[src/rtl/hazard_scoreboard.sv]
// Register-hazard scoreboard for an in-order pipeline: tracks in-flight destinations
// from EX to WB. It raises stall on unresolved RAW hazards and steers operand forwarding.
module hazard_scoreboard #(
    parameter int REG_AW = 3,
    parameter int DEPTH  = 3,
    parameter int FWD_EN = 0,
    parameter int CNT_W  = 16,
    localparam int FW    = $clog2(DEPTH + 1)
) (
    input  logic              clk,
    input  logic              rst,
    input  logic              issue_valid,
    input  logic              issue_wr,
    input  logic              issue_load,
    input  logic [REG_AW-1:0] issue_dest,
    input  logic [REG_AW-1:0] src1,
    input  logic [REG_AW-1:0] src2,
    input  logic              src1_used,
    input  logic              src2_used,
    input  logic              flush,
    output logic              stall,
    output logic [FW-1:0]     fwd_sel1,
    output logic [FW-1:0]     fwd_sel2,
    output logic [CNT_W-1:0]  stall_cnt
);

    logic [DEPTH-1:0]  vld;
    logic [DEPTH-1:0]  load_pipe;
    logic [REG_AW-1:0] dest_pipe [DEPTH];

    logic [DEPTH-1:0]  match1;
    logic [DEPTH-1:0]  match2;
    logic              any_hit;
    logic              load_use;
    logic              issue_fire;
    logic [FW-1:0]     sel1_raw;
    logic [FW-1:0]     sel2_raw;

    // Lowest matching index is the youngest producer, so it wins.
    function automatic logic [FW-1:0] youngest(input logic [DEPTH-1:0] m);
        logic [FW-1:0] sel;
        sel = '0;
        for (int i = DEPTH - 1; i >= 0; i--) begin
            if (m[i]) sel = FW'(i + 1);
        end
        return sel;
    endfunction

    function automatic logic [CNT_W-1:0] sat_inc(input logic [CNT_W-1:0] c);
        return (&c) ? c : c + 1'b1;
    endfunction

    // Source-versus-entry compare (combinational on live decode inputs)
    always_comb begin
        match1 = '0;
        match2 = '0;
        for (int i = 0; i < DEPTH; i++) begin
            match1[i] = src1_used && (src1 != '0) && vld[i] && (dest_pipe[i] == src1);
            match2[i] = src2_used && (src2 != '0) && vld[i] && (dest_pipe[i] == src2);
        end
    end

    always_comb begin
        any_hit  = (|match1) || (|match2);
        load_use = (match1[0] || match2[0]) && load_pipe[0];
        sel1_raw = youngest(match1);
        sel2_raw = youngest(match2);
        stall    = 1'b0;
        fwd_sel1 = '0;
        fwd_sel2 = '0;
        if (issue_valid && !flush) begin
            stall = (FWD_EN != 0) ? load_use : any_hit;
        end
        if (FWD_EN != 0) begin
            fwd_sel1 = sel1_raw;
            fwd_sel2 = sel2_raw;
        end
    end

    assign issue_fire = issue_valid && issue_wr && !stall && !flush && (issue_dest != '0);

    // Tracking pipe control: entry 0 = EX, entry DEPTH-1 = WB
    always_ff @(posedge clk) begin
        if (rst) begin
            vld       <= '0;
            stall_cnt <= '0;
        end else begin
            for (int i = DEPTH - 1; i >= 1; i--) begin
                vld[i] <= vld[i-1];
            end
            vld[0] <= issue_fire;
            if (stall) stall_cnt <= sat_inc(stall_cnt);
        end
    end

    // Tracking pipe data: only meaningful where vld is set
    always_ff @(posedge clk) begin
        for (int i = DEPTH - 1; i >= 1; i--) begin
            dest_pipe[i] <= dest_pipe[i-1];
            load_pipe[i] <= load_pipe[i-1];
        end
        dest_pipe[0] <= issue_dest;
        load_pipe[0] <= issue_load;
    end

endmodule
[config.mk]
export PLATFORM = sky130hd
export DESIGN_NAME = hazard_scoreboard
export DESIGN_NICKNAME = d
export VERILOG_FILES = /design/src/rtl/hazard_scoreboard.sv
export SDC_FILE = /design/constraint.sdc
export NUM_CORES = 1
export LEC_CHECK = 0
export ABC_AREA = 1
export ABC_CLOCK_PERIOD_IN_PS = 3700
export BUFFER_PORTS_ARGS = -buffer_cell sky130_fd_sc_hd__buf_2
export CAP_MARGIN = 0
export CORE_ASPECT_RATIO = 0.8
export CORE_MARGIN = 4
export CORE_UTILIZATION = 55
export DETAILED_ROUTE_END_ITERATION = 8
export PLACE_DENSITY = 0.83
export SLEW_MARGIN = 10
export SYNTH_ARGS = -nofsm -noshare
export SYNTH_HDL_FRONTEND = slang
export SYNTH_SLANG_ARGS = --single-unit
[constraint.sdc]
create_clock -name clk -period 3.7 [get_ports clk]
set_input_delay 0.37 -clock clk [delete_from_list [all_inputs] [get_ports clk]]
set_output_delay 0.37 -clock clk [all_outputs]
set_load 0.02 [all_outputs]
==> impl_metrics.json, run 1 <==
{
  "post_cts_buffers": 0,
  "skew_ns": 0.00628,
  "yosys.area.top_type": "dfxtp_1",
  "fin_nets": 367,
  "hold_buffers": 0,
  "grt_antenna_before_repair": 0,
  "grt_max_degree": 32,
  "avgSynthCellArea_um2": 6.19,
  "whs_path_depth": 1,
  "hold_viol_final": 0,
  "r2r_end": "stall_cnt[1]",
  "grt_first_pass_wirelength_um": 6870,
  "drv_slew": 0,
  "crit_fanout": 23,
  "grt-busiest-layer": "met2",
  "min_period_ns": 2.02,
  "use_met1": 0.276,
  "power.density_nw_per_um2": 247,
  "worstSkewPairLatency_ns": 0.27,
  "setup_viol": 0,
  "ys_ff_latch": 28,
  "rrSetupSlack_ns": 2.02,
  "core_area_um2": 3450,
  "routedWlPerCell_um": 10.3,
  "use_met3": 0.0375,
  "grt.overflow.total": 0,
  "diodes": 0,
  "cts_max_path_buffers": 2,
  "synth_top_cell_area_share": 0.284,
  "track_usage": 0.190,
  "p_leak_nw": 1.09,
  "route.antenna.remaining_nets": 0,
  "cts-root-buf": "clkbuf_8",
  "grtUsageMet2": 0.292,
  "htree_levels": 1,
  "grt_pass1_vias": 1575,
  "drc": 0,
  "synth_area_leaders": "dfxtp_1 (28%), nand2_1 (19%), inv_1 (10%), nor2_1 (8.9%), nand3_2 (7.6%)",
  "die-area_um2": 4620,
  "criticalPathCategory": "input pin to output pin",
  "globalplace.congestion": 0.845,
  "worstSetupStartpointType": "input pin",
  "clk_pin_slew_worst_paths_ns": 0.08,
  "numClockSinks": 28,
  "numPortBuffers": 32,
  "cts_buffers": 3,
  "cts_tree": "yes",
  "num_vias": 1864,
  "cts_resized": 0,
  "worst_hold_path.endpoint": "dest_pipe[0][2]",
  "maxCapViolations": 0,
  "die_y_um": 61.6,
  "post-route-period-util": 0.547,
  "drt_pass1_iterations": 5,
  "vias_per_cell": 4.79,
  "syn_area_um2": 1980,
  "timing.hold.ws_ns": 0.210,
  "synth_warnings": 0,
  "drive_above_1_share": 0.222,
  "syn_inst": 319,
  "regToRegStartpoint": "dest_pipe[0][1]",
  "hp-start": "issue_dest[2]",
  "worstHoldPathType": "input pin to flip-flop",
  "syn2layout_area_growth_pct": 9.44,
  "critical_path_required_ns": 3.33,
  "rows": 19,
  "post-route-util": 0.627,
  "outcome": "finished clean",
  "layout_commonest_cell": "nand2_1",
  "start_util": 0.573,
  "synth-seq-area-share": 0.284,
  "drtIter0Drc": 138,
  "dpl.hpwl_um": 3120,
  "rsz0062_at_grt": "false",
  "ios": 38,
  "final_cell_mix": "nand2_1 (100), inv_1 (55), nor2_1 (46)",
  "tns_ns": 0,
  "dp_cells": 386,
  "finalNonFillerCells": 389,
  "cp.arrival_ns": 1.65,
  "fp.dieW_um": 75.0,
  "irDropWorstVdd_v": 0.000248,
  "endpoint_kind": "output pin",
  "reg2regPathDepth": 12,
  "routed_wl_um": 4010,
  "fmax_ghz": 0.494,
  "synth_cell_type_count": 31
}
==> kinds of logic after synthesis <==
kind of cell	share of synthesized area
DFF	0.284
other	0.00190
xor gates and xnor gates	0.00443
and+or+nand+nor	0.510
buffers and inverters	0.173
AOI/OAI and AO/OA	0.0209
adders and majority gates	0.00633
==> critical path, stage by stage <==
cell and delay (ns):
buf_2 0.10, nor2_2 0.35, buf_4 0.38, a21boi_0 0.25
buf_2 0.20
==> worst max path at each step <==
stage / from / to / slack (ns)
6_report: flush / stall / 1.68
5_1_grt: flush / stall / 1.57
4_1_cts: flush / stall / 1.68
3_5_place_dp: flush / stall / 1.68
3_3_place_gp: flush / stall / 1.70
2_1_floorplan: issue_valid / stall / 1.88
==> cells in the mapped netlist <==
cell type,number
clkbuf_1,2
nor2_1,47
dfxtp_1,28
nor3_1,3
buf_6,1
clkinv_1,2
nand4_1,18
xnor2_1,1
conb_1,1
inv_2,9
nor2_4,5
nor4_2,1
a31oi_1,2
nand2_4,1
o211ai_1,1
inv_1,55
nor2_2,2
nand2_1,100
buf_2,1
nand3_2,15
nand4_2,1
o31a_1,1
nand2_2,4
nand3_4,1
o21ai_0,1
clkinv_2,1
buf_4,6
ha_1,1
a21boi_0,1
buf_12,1
nand3_1,6
==> stage by stage <==
step	setup WS, ns	area, um^2	total power [mW]
5_1_grt	1.57	2160	0.557
3_5_place_dp	1.68	2120	0.380
3_3_place_gp	1.70	2120	0.379
6_report	1.68	2160	0.534
2_1_floorplan	1.88	1990	0.365
4_1_cts	1.68	2160	0.541
==> registers in the layout (all words and copies together), names as in the netlist <==
name / flops
stall_cnt: 16
dest_pipe: 9
vld: 3
==> metal layers <==
layer,share of wire,up-vias
met1,0.52,804
met4,0.0095,0
met2,0.42,34
met3,0.052,6
li1,-,1020
met5,0,-
==> cell type report <==
| class | instances | area (um^2) |
|---|---|---|
| clock buffer | 3 | 41.3 |
| fill | 316 | 1280 |
| inverter | 67 | 253 |
| tap | 42 | 52.6 |
| sequential | 28 | 561 |
| timing repair buffer | 33 | 168 |
| multi-input combinational | 216 | 1090 |
==> report_power, final <==
group / switching [mW] / internal (mW)
sequential: 0.00516 / 0.307
combinational: 0.0414 / 0.0201
clock: 0.0870 / 0.0731
Note: power is estimated with default switching activity, not from simulation.
==> run 2, diff against run 1 <==
--- a/config.mk
+++ b/config.mk
@@ -5,15 +5,15 @@
 export SDC_FILE = /design/constraint.sdc
 export NUM_CORES = 1
 export LEC_CHECK = 0
-export ABC_AREA = 1
-export ABC_CLOCK_PERIOD_IN_PS = 3700
+export ABC_AREA = 0
+export ABC_CLOCK_PERIOD_IN_PS = 1700
 export BUFFER_PORTS_ARGS = -buffer_cell sky130_fd_sc_hd__buf_2
 export CAP_MARGIN = 0
 export CORE_ASPECT_RATIO = 0.8
 export CORE_MARGIN = 4
-export CORE_UTILIZATION = 55
+export CORE_UTILIZATION = 46
 export DETAILED_ROUTE_END_ITERATION = 8
-export PLACE_DENSITY = 0.83
+export PLACE_DENSITY = 0.78
 export SLEW_MARGIN = 10
 export SYNTH_ARGS = -nofsm -noshare
 export SYNTH_HDL_FRONTEND = slang
==> constraint.sdc (replaced) <==
create_clock -name clk -period 1.7 [get_ports clk]
set_input_delay 0.17 -clock clk [delete_from_list [all_inputs] [get_ports clk]]
set_output_delay 0.17 -clock clk [all_outputs]
set_load 0.02 [all_outputs]
==> impl_metrics.json, run 2 <==
{
  "outcome": "finished with violations",
  "violations": "negative setup slack",
  "yosys.area.top_type": "dfxtp_1",
  "power_frac_seq": 0.550,
  "cts_buffers": 3,
  "irDropWorstVdd_v": 0.000614,
  "synth_top_cell_area_share": 0.396,
  "grt_first_pass_wirelength_um": 6960,
  "endpoint_kind": "flip-flop",
  "cp.arrival_ns": 2.19,
  "dp_cells": 247,
  "vias_per_cell": 5.87,
  "post-route-period-util": 1.16,
  "synthSimpleGateAreaFrac": 0.253,
  "cts-root-buf": "clkbuf_8",
  "grt.overflow.total": 0,
  "worstHoldPathType": "input pin to flip-flop",
  "synthTopCellsByCount": "dfxtp_1 (28), xnor2_1 (18), a21oi_1 (10), nand4_1 (10), o31ai_1 (10)",
  "hold_viol_final": 0,
  "critPathMaxStageDelay_ns": 0.53,
  "pwr-share-comb": 0.110,
  "timing.hold.ws_ns": 0.223,
  "largest_register": "stall_cnt",
  "place_ws_ns": -0.232,
  "rows": 17,
  "avgSynthCellArea_um2": 9.01,
  "fin_nets": 244,
  "grt_max_degree": 25,
  "htree_levels": 1,
  "die_y_um": 57.6,
  "finalNonFillerCells": 263,
  "cts_tree": "yes",
  "ys.flop_type": "dfxtp_1",
  "drt_pass1_iterations": 4,
  "numPortBuffers": 32,
  "synth-compound-area-share": 0.128,
  "drive_above_1_share": 0.573,
  "grt_antenna_before_repair": 0,
  "synth_fa_ha_area_frac": 0.00885,
  "synth_top_family_by_area": "simple AND/OR/NAND/NOR gates",
  "synth-seq-area-share": 0.396,
  "async_flop_share": 0,
  "globalplace.congestion": 0.818,
  "routedWlPerCell_um": 18.2,
  "worstSetupStartpointType": "flip-flop",
  "p_sw_uw": 294,
  "multi_input_area_um2": 1010,
  "ios": 38,
  "syn2layout_area_growth_pct": 56.6,
  "synth_xor_xnor_area_share": 0.112,
  "design_area_um2": 2210,
  "power_mw": 1.23,
  "maxCapViolations": 0,
  "diodes": 0,
  "post-route-util": 0.777,
  "routed_wl_um": 4790,
  "hp-start": "rst",
  "p_leak_nw": 0.886,
  "critical_path_required_ns": 1.91,
  "fillers": 167,
  "min_period_ns": 1.98,
  "layout_commonest_cell": "buf_4",
  "cts_max_path_buffers": 2,
  "synth.most_common_cell": "dfxtp_1",
  "final_cell_mix": "buf_4 (33), buf_2 (31), xnor2_2 (11), dfxtp_1 (11)",
  "drv_slew": 0,
  "power.density_nw_per_um2": 555,
  "regArea_um2": 607,
  "drtIter0Drc": 113,
  "fmax_ghz": 0.506,
  "skew_ns": 0.0105,
  "core_area_um2": 2850,
  "synth_area_leaders": "dfxtp_1 (40%), xnor2_1 (11%), o31ai_1 (5.3%), mux2_2 (4.8%), nand4_1 (4.4%)",
  "route.antenna.remaining_nets": 0,
  "setup_viol": 17,
  "worstSkewPairLatency_ns": 0.28,
  "clock_power_share": 0.340,
  "synth_warnings": 0,
  "synth_cell_type_count": 32,
  "dpl.hpwl_um": 2990,
  "num_vias": 1543,
  "start_util": 0.496,
  "crit_fanout": 18,
  "criticalPathCategory": "flip-flop to flip-flop",
  "rsz0062_at_grt": "true",
  "top_regs": "stall_cnt: 16 flops, dest_pipe: 9 flops, vld: 3 flops",
  "crit_chain": "xnor2_1 -> nand4_1 -> a31oi_2 -> o21bai_2 -> buf_12 -> or4_1 -> a21oi_1",
  "crit_path_start": "dest_pipe[0][8]",
  "ys_ff_latch": 28,
  "p_int_uw": 935,
  "tns_ns": -3.13,
  "fin_ws_ns": -0.277,
  "postPlaceCellArea_um2": 1870,
  "numClockSinks": 28,
  "fp.dieW_um": 70.0,
  "syn_area_um2": 1410,
  "clk_pin_slew_worst_paths_ns": 0.10,
  "die-area_um2": 4030,
  "slowest_stage": "or4_1",
  "syn_inst": 157,
  "regToRegStartpoint": "dest_pipe[0][8]",
  "grt_pass1_vias": 1462,
  "power.share.switching": 0.239,
  "synthMuxAreaShare": 0.0478,
  "track_usage": 0.216,
  "drc": 0,
  "largest_reg_flops": 16,
  "synth-edff-count": 0
}
-- run 2: changes by cell type after synthesis, sizes merged, moves of 5 or more --
cell	previous run	this run
a21oi	0	10
inv	64	3
mux2	0	6
nand2	105	4
nand3	22	8
nand4	19	10
nor2	54	9
nor2b	0	8
o31ai	0	10
or4	0	5
xnor2	1	18
-- run 2: worst max-delay path, delay by kind of cell (launching register included) --
family	cells	cell delay (ns)
AND/OR/NAND/NOR	2	0.68
AO/OA/AOI/OAI	3	0.53
flip-flops	1	0.35
XOR/XNOR	1	0.17
buffers and inverters	1	0.17
-- run 2: what timing repair did --
action / 4_1_cts / 5_1_grt
resized for setup: 19 / 19
buffers inserted: 7 / 2
hold buffers: 1 / 2
setup endpoints to repair: 17 / 17
endpoints found under the hold margin: 1 / 2
pin swaps: 10 / 12
-- run 2: final timing paths --
kind | end | slack (ns) | cells after the start
min | vld[0] | 0.22 | 3
max reg2reg | stall_cnt[3] | -0.28 | 7
max | stall_cnt[3] | -0.28 | 7
min reg2reg | dest_pipe[0][4] | 0.38 | 0
-- run 2: power by group through the flow --
| stage | logic (mW) | clock network, mW | registers [mW] |
|---|---|---|---|
| final | 0.135 | 0.418 | 0.676 |
| after global routing | 0.143 | 0.453 | 0.678 |
| after CTS | 0.112 | 0.421 | 0.675 |
| after detailed placement | 0.101 | 0 | 0.690 |
| after global placement | 0.0939 | 0 | 0.688 |
| after floorplan | 0.0669 | 0 | 0.686 |
-- run 2: cells by family after synthesis --
group / count (synthesis)
and+or+nand+nor: 63
adders and majority gates: 1
other: 1
AOI/OAI and AO/OA: 27
muxes: 6
buffers and inverters: 13
DFF: 28
xor gates and xnor gates: 18
-- run 2: layer usage --
layer / GRT usage / routed length, um
met3: 0.0493 / 314
met5: 0 / 0
met1: 0.275 / 2090
met4: 0.0710 / 95
met2: 0.365 / 2290
-- run 2: area by class of cell --
type                            count  area share
Tap cell                           38      0.0215
Timing Repair Buffer               71       0.220
Multi-Input combinational cell    119       0.455
Inverter                            3     0.00508
Clock buffer                        4      0.0249
Sequential cell                    28       0.274
